===== config.mk =====
export PLATFORM = sky130hd
export DESIGN_NAME = convertible_fifo_mode_ctrl_flat
export DESIGN_NICKNAME = d
export VERILOG_FILES = /design/src/rtl/convertible_fifo_mode_ctrl_pkg.sv /design/src/rtl/convertible_fifo_mode_ctrl_if.sv /design/src/rtl/convertible_fifo_mode_ctrl.sv /design/src/flat_wrapper.sv
export SDC_FILE = /design/constraint.sdc
export NUM_CORES = 1
export LEC_CHECK = 0
export CORE_UTILIZATION = 25
export CTS_CLUSTER_DIAMETER = 100
export CTS_CLUSTER_SIZE = 20
export DETAILED_ROUTE_END_ITERATION = 7
export PLACE_DENSITY = 0.54
export SYNTH_ARGS = -nofsm -noshare
export SYNTH_HDL_FRONTEND = slang
export SYNTH_SLANG_ARGS = --single-unit
export TNS_END_PERCENT = 10

===== constraint.sdc =====
create_clock -name clock -period 1.2 [get_ports clock]
set_input_delay 0.36 -clock clock [delete_from_list [all_inputs] [get_ports clock]]
set_output_delay 0.36 -clock clock [all_outputs]
set_load 0.1 [all_outputs]

===== src/rtl/convertible_fifo_mode_ctrl_pkg.sv =====
`default_nettype none
// ============================================================================
//  Module      : convertible_fifo_mode_ctrl_pkg
//  Description : Shared state encoding and defaults for the convertible
//                FIFO/DMEM mode sequencer. The CPU-side status register map
//                also uses these definitions.
//  Revision    : 1.0 - initial release
// ============================================================================
package convertible_fifo_mode_ctrl_pkg;

   localparam int STATE_W             = 3;
   localparam int DEFAULT_WDOG_CYCLES = 4096;

   // The numeric values are visible to software through state_o.
   typedef enum logic [STATE_W-1:0] {
      ST_IDLE  = 3'd0,
      ST_RX    = 3'd1,
      ST_GRD_C = 3'd2,
      ST_CPU   = 3'd3,
      ST_GRD_F = 3'd4,
      ST_TX    = 3'd5
   } mode_state_e;

endpackage
`default_nettype wire


===== src/rtl/convertible_fifo_mode_ctrl_if.sv =====
`default_nettype none
// ============================================================================
//  Module      : convertible_fifo_mode_ctrl_if
//  Description : Status/control bundle between the mode sequencer, the
//                convertible buffer, the small input FIFO and the CPU.
//                master = the sequencer, slave = the surrounding datapath.
//  Revision    : 1.0 - initial release
// ============================================================================
interface convertible_fifo_mode_ctrl_if
   import convertible_fifo_mode_ctrl_pkg::*;
#(
   parameter int CNT_WIDTH = 16
);

   logic                 enable_i;
   logic                 eop_written_i;
   logic                 fifo_full_i;
   logic                 fifo_empty_i;
   logic                 cpu_done_i;
   logic                 cpu_mem_busy_i;
   logic                 switch_o;
   logic                 rx_enable_o;
   logic                 tx_enable_o;
   logic                 cpu_stall_o;
   logic                 cpu_start_o;
   logic [STATE_W-1:0]   state_o;
   logic [CNT_WIDTH-1:0] pkt_count_o;
   logic                 wdog_err_o;

   modport master (
      input  enable_i, eop_written_i, fifo_full_i, fifo_empty_i,
             cpu_done_i, cpu_mem_busy_i,
      output switch_o, rx_enable_o, tx_enable_o, cpu_stall_o, cpu_start_o,
             state_o, pkt_count_o, wdog_err_o
   );

   modport slave (
      output enable_i, eop_written_i, fifo_full_i, fifo_empty_i,
             cpu_done_i, cpu_mem_busy_i,
      input  switch_o, rx_enable_o, tx_enable_o, cpu_stall_o, cpu_start_o,
             state_o, pkt_count_o, wdog_err_o
   );

endinterface
`default_nettype wire


===== src/rtl/convertible_fifo_mode_ctrl.sv =====
`default_nettype none
// ============================================================================
//  Module      : convertible_fifo_mode_ctrl
//  Description : Time-shares the convertible buffer between the packet
//                datapath (FIFO mode) and the CPU (DMEM mode), one packet at
//                a time: receive -> guard -> CPU -> guard -> drain.
//                Optional macro MODE_CTRL_WATCHDOG_EN bounds the CPU phase
//                to WDOG_CYCLES and raises a sticky wdog_err_o on timeout.
//  Revision    : 1.0 - initial release
// ============================================================================
module convertible_fifo_mode_ctrl
   import convertible_fifo_mode_ctrl_pkg::*;
#(
   parameter int CNT_WIDTH   = 16,
   parameter int WDOG_CYCLES = DEFAULT_WDOG_CYCLES
) (
   input  logic                        clock,
   input  logic                        reset_n,
   convertible_fifo_mode_ctrl_if.master bus
);

   mode_state_e          r_state;
   mode_state_e          w_state_nxt;
   logic                 r_switch;
   logic                 r_stall;
   logic                 r_start;
   logic [CNT_WIDTH-1:0] r_pkt_count;
   logic                 w_wdog_hit;
   logic                 w_wdog_err;

   // Next-state decode; the watchdog can stand in for cpu_done but the
   // exit still waits for any in-flight load/store to retire.
   always_comb begin
      w_state_nxt = r_state;
      case (r_state)
         ST_IDLE:  if (bus.enable_i)      w_state_nxt = ST_RX;
         ST_RX:    if (bus.eop_written_i) w_state_nxt = ST_GRD_C;
         ST_GRD_C:                        w_state_nxt = ST_CPU;
         ST_CPU:   if ((bus.cpu_done_i || w_wdog_hit) && !bus.cpu_mem_busy_i)
                                          w_state_nxt = ST_GRD_F;
         ST_GRD_F:                        w_state_nxt = ST_TX;
         ST_TX:    if (bus.fifo_empty_i)  w_state_nxt = ST_IDLE;
         default:                         w_state_nxt = ST_IDLE;
      endcase
   end

   // State register.
   always_ff @(posedge clock or negedge reset_n) begin
      if (!reset_n) r_state <= ST_IDLE;
      else          r_state <= w_state_nxt;
   end

   // Mode/stall/start flops decoded from the next state so they change on
   // the same edge as the state itself.
   always_ff @(posedge clock or negedge reset_n) begin
      if (!reset_n) begin
         r_switch    <= 1'b1;
         r_stall     <= 1'b1;
         r_start     <= 1'b0;
         r_pkt_count <= '0;
      end else begin
         r_switch <= (w_state_nxt != ST_CPU);
         r_stall  <= (w_state_nxt != ST_CPU);
         r_start  <= (w_state_nxt == ST_CPU) && (r_state != ST_CPU);
         if ((r_state == ST_TX) && bus.fifo_empty_i)
            r_pkt_count <= r_pkt_count + CNT_WIDTH'(1);
      end
   end

`ifdef MODE_CTRL_WATCHDOG_EN
   localparam int              WDOG_W    = $clog2(WDOG_CYCLES + 1);
   localparam logic [WDOG_W-1:0] WDOG_LAST = WDOG_W'(WDOG_CYCLES - 1);

   logic [WDOG_W-1:0] r_wdog_cnt;
   logic              r_wdog_err;

   // The count is zero on the first CPU cycle, so hitting WDOG_LAST means
   // the CPU has had exactly WDOG_CYCLES cycles.
   assign w_wdog_hit = (r_state == ST_CPU) && (r_wdog_cnt >= WDOG_LAST) &&
                       !bus.cpu_done_i;
   assign w_wdog_err = r_wdog_err;

   // Saturating CPU-phase cycle counter and sticky timeout flag.
   always_ff @(posedge clock or negedge reset_n) begin
      if (!reset_n) begin
         r_wdog_cnt <= '0;
         r_wdog_err <= 1'b0;
      end else begin
         if (r_state != ST_CPU)
            r_wdog_cnt <= '0;
         else if (r_wdog_cnt < WDOG_LAST)
            r_wdog_cnt <= r_wdog_cnt + WDOG_W'(1);
         if (w_wdog_hit)
            r_wdog_err <= 1'b1;
      end
   end
`else
   assign w_wdog_hit = 1'b0;
   assign w_wdog_err = 1'b0;
`endif

   // Buffer read/write permits stay combinational so a full/empty change
   // gates the very next transfer.
   assign bus.rx_enable_o = (r_state == ST_RX) && !bus.fifo_full_i;
   assign bus.tx_enable_o = (r_state == ST_TX) && !bus.fifo_empty_i;

   assign bus.switch_o    = r_switch;
   assign bus.cpu_stall_o = r_stall;
   assign bus.cpu_start_o = r_start;
   assign bus.state_o     = r_state;
   assign bus.pkt_count_o = r_pkt_count;
   assign bus.wdog_err_o  = w_wdog_err;

endmodule
`default_nettype wire


===== src/flat_wrapper.sv =====
// flat-port wrapper written by rule: the top's interface ports become plain ports
module convertible_fifo_mode_ctrl_flat import convertible_fifo_mode_ctrl_pkg::*;
#(
   parameter int CNT_WIDTH   = 16,
   parameter int WDOG_CYCLES = DEFAULT_WDOG_CYCLES
)
  (clock, reset_n, bus_enable_i, bus_eop_written_i, bus_fifo_full_i, bus_fifo_empty_i, bus_cpu_done_i, bus_cpu_mem_busy_i, bus_switch_o, bus_rx_enable_o, bus_tx_enable_o, bus_cpu_stall_o, bus_cpu_start_o, bus_state_o, bus_pkt_count_o, bus_wdog_err_o);
  convertible_fifo_mode_ctrl_if #(.CNT_WIDTH(CNT_WIDTH)) bus_i ();
  input  logic clock;
  input  logic reset_n;
  input wire logic [$bits(bus_i.enable_i)-1:0] bus_enable_i;
  input wire logic [$bits(bus_i.eop_written_i)-1:0] bus_eop_written_i;
  input wire logic [$bits(bus_i.fifo_full_i)-1:0] bus_fifo_full_i;
  input wire logic [$bits(bus_i.fifo_empty_i)-1:0] bus_fifo_empty_i;
  input wire logic [$bits(bus_i.cpu_done_i)-1:0] bus_cpu_done_i;
  input wire logic [$bits(bus_i.cpu_mem_busy_i)-1:0] bus_cpu_mem_busy_i;
  output wire logic [$bits(bus_i.switch_o)-1:0] bus_switch_o;
  output wire logic [$bits(bus_i.rx_enable_o)-1:0] bus_rx_enable_o;
  output wire logic [$bits(bus_i.tx_enable_o)-1:0] bus_tx_enable_o;
  output wire logic [$bits(bus_i.cpu_stall_o)-1:0] bus_cpu_stall_o;
  output wire logic [$bits(bus_i.cpu_start_o)-1:0] bus_cpu_start_o;
  output wire logic [$bits(bus_i.state_o)-1:0] bus_state_o;
  output wire logic [$bits(bus_i.pkt_count_o)-1:0] bus_pkt_count_o;
  output wire logic [$bits(bus_i.wdog_err_o)-1:0] bus_wdog_err_o;
  assign bus_i.enable_i = bus_enable_i;
  assign bus_i.eop_written_i = bus_eop_written_i;
  assign bus_i.fifo_full_i = bus_fifo_full_i;
  assign bus_i.fifo_empty_i = bus_fifo_empty_i;
  assign bus_i.cpu_done_i = bus_cpu_done_i;
  assign bus_i.cpu_mem_busy_i = bus_cpu_mem_busy_i;
  assign bus_switch_o = bus_i.switch_o;
  assign bus_rx_enable_o = bus_i.rx_enable_o;
  assign bus_tx_enable_o = bus_i.tx_enable_o;
  assign bus_cpu_stall_o = bus_i.cpu_stall_o;
  assign bus_cpu_start_o = bus_i.cpu_start_o;
  assign bus_state_o = bus_i.state_o;
  assign bus_pkt_count_o = bus_i.pkt_count_o;
  assign bus_wdog_err_o = bus_i.wdog_err_o;
  convertible_fifo_mode_ctrl #(.CNT_WIDTH(CNT_WIDTH), .WDOG_CYCLES(WDOG_CYCLES)) u_core (.clock(clock), .reset_n(reset_n), .bus(bus_i));
endmodule

**After elaboration in Yosys (flattened, before gate mapping)**

Cells that the tools add are included.

- Bits in registers: 21
- Word-level logic and storage cells: 27
- Input port bits: 8
- Output and inout port bits: 25

- Equality and inequality tests: 8
- Muxes and demuxes: 5
- Reductions and logical operators: 9
- Add/sub/neg operators: 1

Operators with widths:

| kind | number |
|---|---|
| $pmux 3 s6 | 1 |
| $add 16x1->16 const B | 1 |
| $mux 3 | 4 |
| $eq 3x2->1 const B | 3 |
| $eq 3x3->1 const B | 2 |
| $ne 3x2->1 const B | 2 |
| $logic_and 1x1->1 | 5 |
| $eq 3x1->1 const B | 1 |
| $logic_not 1->1 | 3 |
| $logic_not 3->1 | 1 |

**Depth between registers and ports, before layout**

- Depth in word-level cells: 6
- Gate-level depth with buffers: 5
- Mapped depth without buffers: 5

**Worst setup path before layout**

Ideal clock, no wire load.

- Path kind: register -> output
- Start: reg u_core.r_state[0], in the netlist u_core.bus.state_o[0]
- End: out bus_rx_enable_o
- Arrival time: 3277 ps
- Slack: -2437 ps
- Stages on the path, launching flop included: 3
- Required time: 840 ps
- Buffers on the path: 0
- Cell sequence: dfrtp_1 > nand2b_1 > nor3_1

- Longest elaborated chain between the ends: 2

RTL lines:

| what | line | text |
|---|---|---|
| start: declaration | convertible_fifo_mode_ctrl.sv:22 | `mode_state_e r_state;` |
| start signal: assignment | convertible_fifo_mode_ctrl.sv:50 | `else r_state <= w_state_nxt;` |
| $eq 3x1->1 | convertible_fifo_mode_ctrl.sv:104 | `assign bus.rx_enable_o = (r_state == ST_RX) && !bus.fifo_full_i;` |
| $logic_and 1x1->1 | convertible_fifo_mode_ctrl.sv:104 |  |
| end: declaration | flat_wrapper.sv:18 | `output wire logic [$bits(bus_i.rx_enable_o)-1:0] bus_rx_enable_o;` |

No other way between the ends.

**Worst setup path in the final report**

- Start: reg u_core.r_state[1], in the netlist u_core.bus.state_o[1]
- End: out bus_rx_enable_o

Same word-level chain as after synthesis.

==> metrics.csv <==
metric;value;unit
status;finished, violations left;
violations;negative setup slack;
fin_crit_sh;1.34;
swShare;0.460;
yosysSeqAreaShare;0.528;
final_util;0.552;
synth_cells;90;
wl_met3;81;µm
die_height;65.2;µm
grt_max_degree;22;
first_pass_iters;4;
ir_drop;1810;µV
multi_input_area;510;µm²
cts_tree;built;
drv_cap;0;
critPathLaunchType;register;
cts_root_buf;clkbuf_8;
rows;22;
path_clk_slew;0.07;ns
crit_required;0.84;ns
wl_met1;912;µm
die_x;65.2;µm
grt_use_total;0.118;
ys_warn_count;0;
dr_wl_met2;1300;µm
start_util;0.267;
area_growth_syn_to_layout;107;%
grt_pass1_wl;3900;µm
place_congestion;0.738;
syn_area_per_cell;11.1;µm²
cp.arrival;1.25;ns
routed.top_layer;met3;
fill_cells;326;
antenna_found_initial;0;
finalSetupViolations;39;
coreArea;3740;µm²
design.die.area;4250;µm²
worstPathMaxFanout;3;
dr_total_vias;867;
hold_buffers;0;
wl;2300;µm
avgRoutedWirePerCell;11.4;µm
clk_latency;0.25;ns
post-route-min-period;1.61;ns
hpwl;1840;µm
p_clk_frac;0.119;
cts_buffers;3;
cts_buffer_depth;2;
cts.sinks;21;
post_synth_num_cell_types;29;
crit_path_end_kind;output port;
seq_power_share;0.268;
drc_errors;0;
p_total;3.80;mW
grt_setup_unrepaired;true;
htreeDepth;1;
synth-seq-cells;21;
pwr_density_cell;1840;nW/µm²
io_pins;33;
seqCellArea;587;µm²
hold_viol;0;
grt_overflow;0;
vias_per_cell;4.31;
syn-cell-area;998;µm²
setup_slack;-0.413;ns
fmax;620;MHz
diodes;0;
fin_area;2070;µm²
slew_viol_final;0;
dpl_cell_area;1900;µm²
internal-power;2.05;mW
holdCritPathClass;in2async;
fin_skew;0.00481;ns
fin_nets;163;
switching_power;1.75;mW
dp_slack;-0.599;ns
comb_power_share;0.613;
worstSetupPathType;reg2out;
drive_above_1_share;0.595;
port_buffers;31;
power.leakage;0.914;nW
postRouteAntennaNets;0;
syn_nets;99;
drtIter0Drc;8;
grt_pass1_vias;916;
==> critical path: stages, from the launching register on <==
cell and delay [ns]:
dfrtp_4 0.48, nand2b_4 0.16, nor3_4 0.15, buf_12 0.20
==> Yosys cell counts (all sizes together) <==
cell    count  area share
and4        1      0.0088
inv         3       0.011
nand2      12       0.045
dfstp       1       0.026
xor2        4       0.043
nor2        7       0.041
nor2b       1      0.0063
o22ai       2       0.013
nor4        1       0.013
nand3       5       0.025
nand4b      1       0.024
conb        1      0.0038
o21ai       1      0.0050
nand3b      2       0.019
ha          1       0.013
dfrtp      20        0.50
xnor2      11       0.096
nor3        2       0.010
and3        3       0.024
a22oi       1      0.0075
o31ai       1      0.0075
nand4       3       0.019
buf         3       0.020
nand2b      3       0.019
==> worst paths after layout <==
path / from / end / slack (ns) / cells past startpoint
min in group clock: u_core.bus.pkt_count_o[14] / u_core.bus.pkt_count_o[14] / 0.53 / 1
worst max-delay path: u_core.bus.state_o[1] / bus_rx_enable_o / -0.41 / 3
max in group asynchronous: reset_n / u_core.bus.switch_o / 0.55 / 2
worst max register to register: u_core.bus.state_o[1] / u_core.bus.pkt_count_o[15] / -0.22 / 5
worst min register to register: u_core.bus.pkt_count_o[14] / u_core.bus.pkt_count_o[14] / 0.53 / 1
worst min-delay path: reset_n / u_core.bus.pkt_count_o[6] / 0.44 / 2
==> power groups by stage <==
stage	logic, mW	registers (mW)	clock network, mW
final	2.33	1.02	0.452
after floorplan	0.558	1.80	0
after detailed placement	2.24	1.02	0
after global routing	2.42	1.04	0.500
after CTS	2.33	1.03	0.468
after global placement	2.24	1.01	0
==> through the flow <==
step                      setup TNS, ns  hold slack (ns)  instances
after floorplan                   -5.93           0.0644         90
after global placement            -8.87            0.496        195
after detailed placement          -9.68            0.498        195
after CTS                         -6.42            0.441        200
after global routing              -7.86            0.457        201
final                             -6.10            0.440        201
==> routing by layer <==
metal / vias to the layer above / global-route usage
li1: 427 / -
met1: 420 / 0.133
met2: 20 / 0.227
met3: 0 / 0.0191
met4: 0 / 0.0326
met5: - / 0
==> registers in the layout, summed over array words and instances, names as in the netlist <==
signal and flops:
u_core.bus.switch_o 1, u_core.bus.state_o 3, u_core.bus.cpu_start_o 1, u_core.bus.pkt_count_o 16
==> placed cells by master (no fill, tap or decap) <==
cell	instances
a22oi_1	1
and3_1	2
and3_4	1
and4_1	1
buf_12	25
buf_4	14
buf_6	16
clkbuf_1	1
clkbuf_8	3
clkdlybuf4s50_1	6
conb_1	1
dfrtp_1	2
dfrtp_2	3
dfrtp_4	15
dfstp_2	1
dlygate4sd2_1	1
ha_1	1
inv_1	3
nand2_1	12
nand2b_1	2
nand2b_4	1
nand3_1	4
nand3_2	1
nand3b_1	1
nand3b_4	1
nand4_1	3
nand4b_4	1
nor2_1	2
nor2_2	1
nor2_4	4
nor2b_1	1
nor3_4	2
nor4_4	1
o21ai_0	1
o22ai_1	2
o31ai_1	1
xnor2_1	11
xor2_1	3
xor2_2	1
==> cell families (layout without fill, tap and decap cells) <==
group           count (synthesis)  count (layout)  share of synthesized area
other cells                     1               1                    0.00376
buf+inv                         6              69                     0.0313
compound gates                  5               5                     0.0326
simple gates                   41              41                      0.253
flops                          21              21                      0.528
fa+ha+maj                       1               1                     0.0125
xor+xnor                       15              15                      0.139
==> final cells by class <==
type | instances | share of cell area
flip-flops and latches | 21 | 0.284
repair buffers | 62 | 0.413
multi-input cells | 63 | 0.247
clock buffers | 4 | 0.0218
inverters | 3 | 0.00544
well taps | 48 | 0.0290
==> repair_timing <==
| item | CTS | global route |
|---|---|---|
| gates resized for setup | 24 | 3 |
| setup buffers | 1 | 1 |
| setup endpoints to repair | 40 | 40 |
| cloned | 0 | 0 |
| pin swaps | 5 | 0 |
(Power assumes the default switching activity.)
